File: config.mk
export PLATFORM = sky130hd
export DESIGN_NAME = pulse_transmitter_stream
export DESIGN_NICKNAME = d
export VERILOG_FILES = /design/src/rtl/pulse_transmitter_stream.sv
export SDC_FILE = /design/constraint.sdc
export NUM_CORES = 1
export LEC_CHECK = 0
export ABC_AREA = 1
export CAP_MARGIN = 20
export CORE_UTILIZATION = 45
export DETAILED_ROUTE_END_ITERATION = 12
export PLACE_DENSITY = 0.71
export REMOVE_ABC_BUFFERS = 1
export SLEW_MARGIN = 20
export SYNTH_ARGS = -nofsm -noshare
export SYNTH_HDL_FRONTEND = slang
export SYNTH_SLANG_ARGS = --single-unit
File: constraint.sdc
create_clock -name clk -period 3.6 [get_ports clk]
set_input_delay 0.9 -clock clk [delete_from_list [all_inputs] [get_ports clk]]
set_output_delay 0.9 -clock clk [all_outputs]
set_load 0.005 [all_outputs]
File: src/rtl/pulse_transmitter_stream.sv
// Streaming pulse transmitter: a FIFO of {level, duration, last} entries played
// back-to-back on pulse_out, with per-pulse prescaling and optional carrier.
module pulse_transmitter_stream #(
  parameter int unsigned DUR_W      = 16,
  parameter int unsigned PRESC_W    = 4,
  parameter int unsigned FIFO_DEPTH = 8,
  parameter int unsigned CARRIER_W  = 16
) (
  input  logic                          clk,
  input  logic                          rst_n,
  input  logic                          en,
  input  logic                          flush,
  input  logic [PRESC_W-1:0]            cfg_prescaler,
  input  logic                          cfg_idle_level,
  input  logic                          cfg_invert,
  input  logic                          cfg_carrier_en,
  input  logic [CARRIER_W-1:0]          cfg_carrier_half,
  input  logic                          s_valid,
  input  logic                          s_level,
  input  logic [DUR_W-1:0]              s_duration,
  input  logic                          s_last,
  output logic                          s_ready,
  output logic [$clog2(FIFO_DEPTH):0]   fifo_count,
  output logic                          busy,
  output logic                          valid_out,
  output logic                          carrier_out,
  output logic                          pulse_out,
  output logic                          evt_pulse_done,
  output logic                          evt_last_done,
  output logic                          evt_underflow
);

  localparam int unsigned AW = $clog2(FIFO_DEPTH);
  localparam int unsigned CW = AW + 1;
  localparam int unsigned PW = (1 << PRESC_W) - 1;
  localparam int unsigned EW = DUR_W + 2;

  typedef enum logic [1:0] {
    IDLE   = 2'd0,
    ACTIVE = 2'd1,
    STALL  = 2'd2
  } state_t;

  state_t state, state_next;

  logic [EW-1:0] mem [FIFO_DEPTH];
  logic [AW-1:0] wr_ptr, rd_ptr;
  logic [EW-1:0] head;
  logic          full, avail, push, load;

  logic                 level_r, last_r;
  logic [DUR_W-1:0]     dur_cnt;
  logic [PRESC_W-1:0]   presc_r;
  logic [PW-1:0]        presc_cnt;
  logic [CARRIER_W-1:0] car_cnt;
  logic                 pulse_end;

  // Cycles per tick minus one; wraps correctly when p fills the counter width.
  function automatic logic [PW-1:0] tick_reload(input logic [PRESC_W-1:0] p);
    return (PW'(1) << p) - PW'(1);
  endfunction

  assign full    = (fifo_count == CW'(FIFO_DEPTH));
  assign avail   = (fifo_count != '0);
  assign s_ready = !full && !flush;
  assign push    = s_valid && s_ready;
  assign head    = mem[rd_ptr];

  always_ff @(posedge clk) begin
    if (push) mem[wr_ptr] <= {s_last, s_level, s_duration};
  end

  // FIFO pointers and occupancy; a flush wins over any push/pop that cycle.
  always_ff @(posedge clk) begin
    if (!rst_n || flush) begin
      wr_ptr     <= '0;
      rd_ptr     <= '0;
      fifo_count <= '0;
    end else begin
      if (push) wr_ptr <= wr_ptr + AW'(1);
      if (load) rd_ptr <= rd_ptr + AW'(1);
      case ({push, load})
        2'b10:   fifo_count <= fifo_count + CW'(1);
        2'b01:   fifo_count <= fifo_count - CW'(1);
        default: fifo_count <= fifo_count;
      endcase
    end
  end

  assign pulse_end = (state == ACTIVE) && (presc_cnt == '0) && (dur_cnt == '0);

  always_ff @(posedge clk) begin
    if (!rst_n) state <= IDLE;
    else        state <= state_next;
  end

  // Next state, head pop and end-of-pulse events; en low suppresses all of them.
  always_comb begin
    state_next     = state;
    load           = 1'b0;
    evt_pulse_done = 1'b0;
    evt_last_done  = 1'b0;
    evt_underflow  = 1'b0;
    if (!en) begin
      state_next = IDLE;
    end else begin
      case (state)
        IDLE, STALL: begin
          if (avail) begin
            load       = 1'b1;
            state_next = ACTIVE;
          end
        end
        ACTIVE: begin
          if (pulse_end) begin
            evt_pulse_done = 1'b1;
            if (last_r) begin
              evt_last_done = 1'b1;
              state_next    = IDLE;
            end else if (avail) begin
              load = 1'b1;
            end else begin
              evt_underflow = 1'b1;
              state_next    = STALL;
            end
          end
        end
        default: state_next = IDLE;
      endcase
    end
  end

  // Current pulse: latched entry plus tick prescaler and duration countdown.
  always_ff @(posedge clk) begin
    if (!rst_n) begin
      level_r   <= 1'b0;
      last_r    <= 1'b0;
      dur_cnt   <= '0;
      presc_r   <= '0;
      presc_cnt <= '0;
    end else if (load) begin
      dur_cnt   <= head[DUR_W-1:0];
      level_r   <= head[DUR_W];
      last_r    <= head[DUR_W+1];
      presc_r   <= cfg_prescaler;
      presc_cnt <= tick_reload(cfg_prescaler);
    end else if (state == ACTIVE) begin
      if (presc_cnt != '0) begin
        presc_cnt <= presc_cnt - PW'(1);
      end else if (dur_cnt != '0) begin
        dur_cnt   <= dur_cnt - DUR_W'(1);
        presc_cnt <= tick_reload(presc_r);
      end
    end
  end

  // Carrier is held reset outside ACTIVE and free-runs across back-to-back pulses.
  always_ff @(posedge clk) begin
    if (!rst_n) begin
      car_cnt     <= '0;
      carrier_out <= 1'b0;
    end else if (state != ACTIVE || state_next != ACTIVE) begin
      car_cnt     <= cfg_carrier_half;
      carrier_out <= 1'b0;
    end else if (car_cnt == '0) begin
      car_cnt     <= cfg_carrier_half;
      carrier_out <= !carrier_out;
    end else begin
      car_cnt <= car_cnt - CARRIER_W'(1);
    end
  end

  assign busy      = (state != IDLE);
  assign valid_out = (state == ACTIVE);
  assign pulse_out = (valid_out ? (level_r & (carrier_out | !cfg_carrier_en))
                                : cfg_idle_level) ^ cfg_invert;

endmodule

==> flow_summary_export.csv <==
group,metric,value,unit
outcome,outcome,"finished clean",
floorplan,die_y,158,µm
routing,vias,9074,
power_and_ir_drop,leakage,0.00515,µW
setup_path,cp_max_fo,4,
setup_path,reg2reg_slack,980,ps
routing,drtPass1Iterations,6,
global_route,grt_max_degree,73,
yosys,synth.top_cell.area_share,39.6,%
setup_path,crit_path_start_kind,"register",
timing,relSlewSlack,43.5,%
cts,cts.htree.levels,1,
global_route,grt-ovfl-total,0,
timing,finalWorstSetupSlack,220,ps
yosys,synth-edff-count,144,
yosys,synthTopCellsByCount,"318 x nand2_1, 241 x nor2_1, 144 x edfxtp_1",
global_route,first_global_vias,8401,
cts,cts.clk_slew.worst_paths,60,ps
floorplan,rows,56,
setup_path,critPathKind,"reg -> out",
power_and_ir_drop,p_total,6460,µW
timing,drv_slew,0,
global_route,antenna_found_initial,0,
setup_path,worstPathRequired,2700,ps
global_route,grt_first_pass_wirelength,41.4,mm
yosys,yosysTopAreaCell,"edfxtp_1",
yosys,ys_types,40,
setup_path,slowest_stage,"clkdlybuf4s50_1",
timing,finalCritPeriodShare,93.9,%
final_layout,syn_to_final_growth,15.2,%
power_and_ir_drop,peakVddDrop,0.415,mV
placed_design,pre_cts_slack,149,ps
setup_path,cpMostUsedCell,"inv_1",
yosys,synth-async-reset-ratio,0,%
yosys,yosysSeqAreaShare,52.3,%
yosys,synth-seq-cells,213,
timing,fin_crit,3380,ps
routing,detail-route-antenna-nets,0,
setup_path,cpPeakStageDelay,500,ps
cts,numCtsBuffers,23,
routing,drt_iter0_drc,613,
timing,setup_viol,0,
timing,worst_pin_slew,846,ps
power_and_ir_drop,power_density,514,nW/µm²
cts,clockBufferDepth,3,
routing,wl,25.7,mm
global_route,grt.total_usage,21.1,%
routing,drc,0,
setup_path,crit_arrival,2480,ps
floorplan,core_area,23600,µm²
cts,post_cts_buffers,0,
setup_path,path_cells,"inv_1 -> ha_1 -> inv_1 -> nor2_1 -> nand3_2 -> inv_1 -> nand2_1 -> nor2_4 -> nand2_1 -> nor2_1 -> clkdlybuf4s50_1",
cts,cts.sinks,213,
final_layout,num_antenna_cells,0,
timing,hold_viol,0,
cts,cts-root-buf,"clkbuf_16",
yosys,synth.cell_area,10900,µm²
cts,cts_tree,"done",
floorplan,io_pins,58,
timing,fmax,296,MHz
final_layout,drive_gt1_share,7.13,%
timing,skew,15.8,ps
min_path,hp-class,"reg -> reg",
floorplan,initial_core_util,46.2,%
final_layout,nFillCells,2182,
yosys,syn_inst,1336,
placed_design,gp_congestion,0.907,
floorplan,die_area,24900,µm²
yosys,synth.avg_cell_area,8.17,µm²
final_layout,finalNetCount,1444,
routing,post_drt_wl_per_cell,14.9,µm
floorplan,die_w,158,µm
yosys,ys_warn_count,0,
setup_path,end_kind,"primary output",
yosys,synth_area_leaders,"edfxtp_1 40%, dfxtp_1 13%, nand2_1 11%",
placed_design,port_buffers,57,
timing,whs,482,ps
yosys,ys.flop_type,"edfxtp_1",
routing,viasPerCell,5.27,
placed_design,hpwl,16.3,mm
timing,rsz0062_at_grt,"no",
yosys,yosysMostFrequentCell,"nand2_1",
job,maxCapViolations,0,
cts,clkLatencyLatePin,530,ps
==> final cells by class <==
type                       instances  area, µm²  area share (%)
clock buffer                      30        602            4.79
sequential                       213       5710            45.4
inverter                         109        409            3.25
multi-input combinational        960       4570            36.3
tap                              319        399            3.17
timing repair buffer              78        731            5.81
clock inverter                    12        160            1.27
==> layout by cell type, fill, tap and decap left out, drive strengths merged, types with 2 or more instances in the layout <==
master / synthesis / layout
dfxtp: 69 / 69
nand4: 9 / 9
inv: 108 / 110
clkbuf: 32 / 30
nand3: 106 / 106
edfxtp: 144 / 144
nor4: 2 / 2
nand2: 330 / 330
clkdlybuf4s50: 0 / 56
ha: 13 / 13
xor2: 16 / 16
o21ai: 136 / 136
o22ai: 8 / 8
nor2: 251 / 251
xnor2: 6 / 6
buf: 22 / 21
clkinv: 1 / 7
nor3: 9 / 9
a21oi: 54 / 54
nand3b: 9 / 9
a21boi: 2 / 2
o211ai: 4 / 4
bufinv: 0 / 3
==> final timing paths <==
path                                           startpoint                          to  cells past startpoint
worst min register to register     rd_ptr[0]$_SDFFE_PP0N_                    register                      1
worst max-delay path            presc_cnt[0]$_SDFFE_PN0P_               evt_last_done                     11
worst min-delay path               rd_ptr[0]$_SDFFE_PP0N_                    register                      1
worst max register to register  presc_cnt[0]$_SDFFE_PN0P_  fifo_count[2]$_SDFFE_PP0P_                     15
==> registers in the layout (all words and copies together), names as in the netlist, named ones only <==
register and cells:
fifo_count 4, wr_ptr 3, mem 144, presc_r 4, car_cnt 16, presc_cnt 15, rd_ptr 3, carrier_out 1
state 2, level_r 1, last_r 1, dur_cnt 16
==> timing repair <==
item,in CTS,in global routing
endpoints found under the setup margin,1,1
hold buffers,0,0
gates resized for setup,2,3
==> worst max-delay path, delay by kind of cell, from the launching register on <==
kind                     cells  cell delay, ps
AND/OR/NAND/NOR              6             720
flip-flops                   1             330
adder cells (fa/ha/maj)      1             180
buffers and inverters        4             720
==> cells by family (layout without fill, tap and decap cells) <==
family                     count (synthesis)  count (layout)  share of synthesized area (%)
buffers and inverters                    163             229                           6.21
adders and majority gates                 13              13                           1.49
and+or+nand+nor                          717             717                           28.3
DFF                                      213             213                           52.3
xor gates and xnor gates                  22              22                           1.77
AOI/OAI and AO/OA                        208             208                           9.93
==> where the power goes <==
part	switching (µW)	leakage (µW)	internal, µW	total [µW]
logic	862	0.00291	459	1320
clock network	970	0.000369	1410	2380
registers	72.2	0.00187	2680	2760
total	1900	0.00515	4550	6460
==> through the flow <==
stage	setup TNS (ps)	instance area (µm²)	utilization, %	std cells
final	0	12600	53.3	1721
after global routing	0	12600	53.3	1721
after CTS	0	12600	53.2	1721
after detailed placement	0	11800	49.9	1679
after global placement	0	11800	49.9	1679
after floorplan	-1660	10600	-	1282
==> routing by layer <==
layer | track usage (%) | vias up | wire length [µm]
li1 | - | 4516 | -
met1 | 26.5 | 4253 | 11200
met2 | 37.5 | 260 | 12600
met3 | 2.96 | 45 | 1380
met4 | 6.10 | 0 | 546
met5 | 0 | - | 0
No activity file was read; power rests on OpenSTA's default activity.
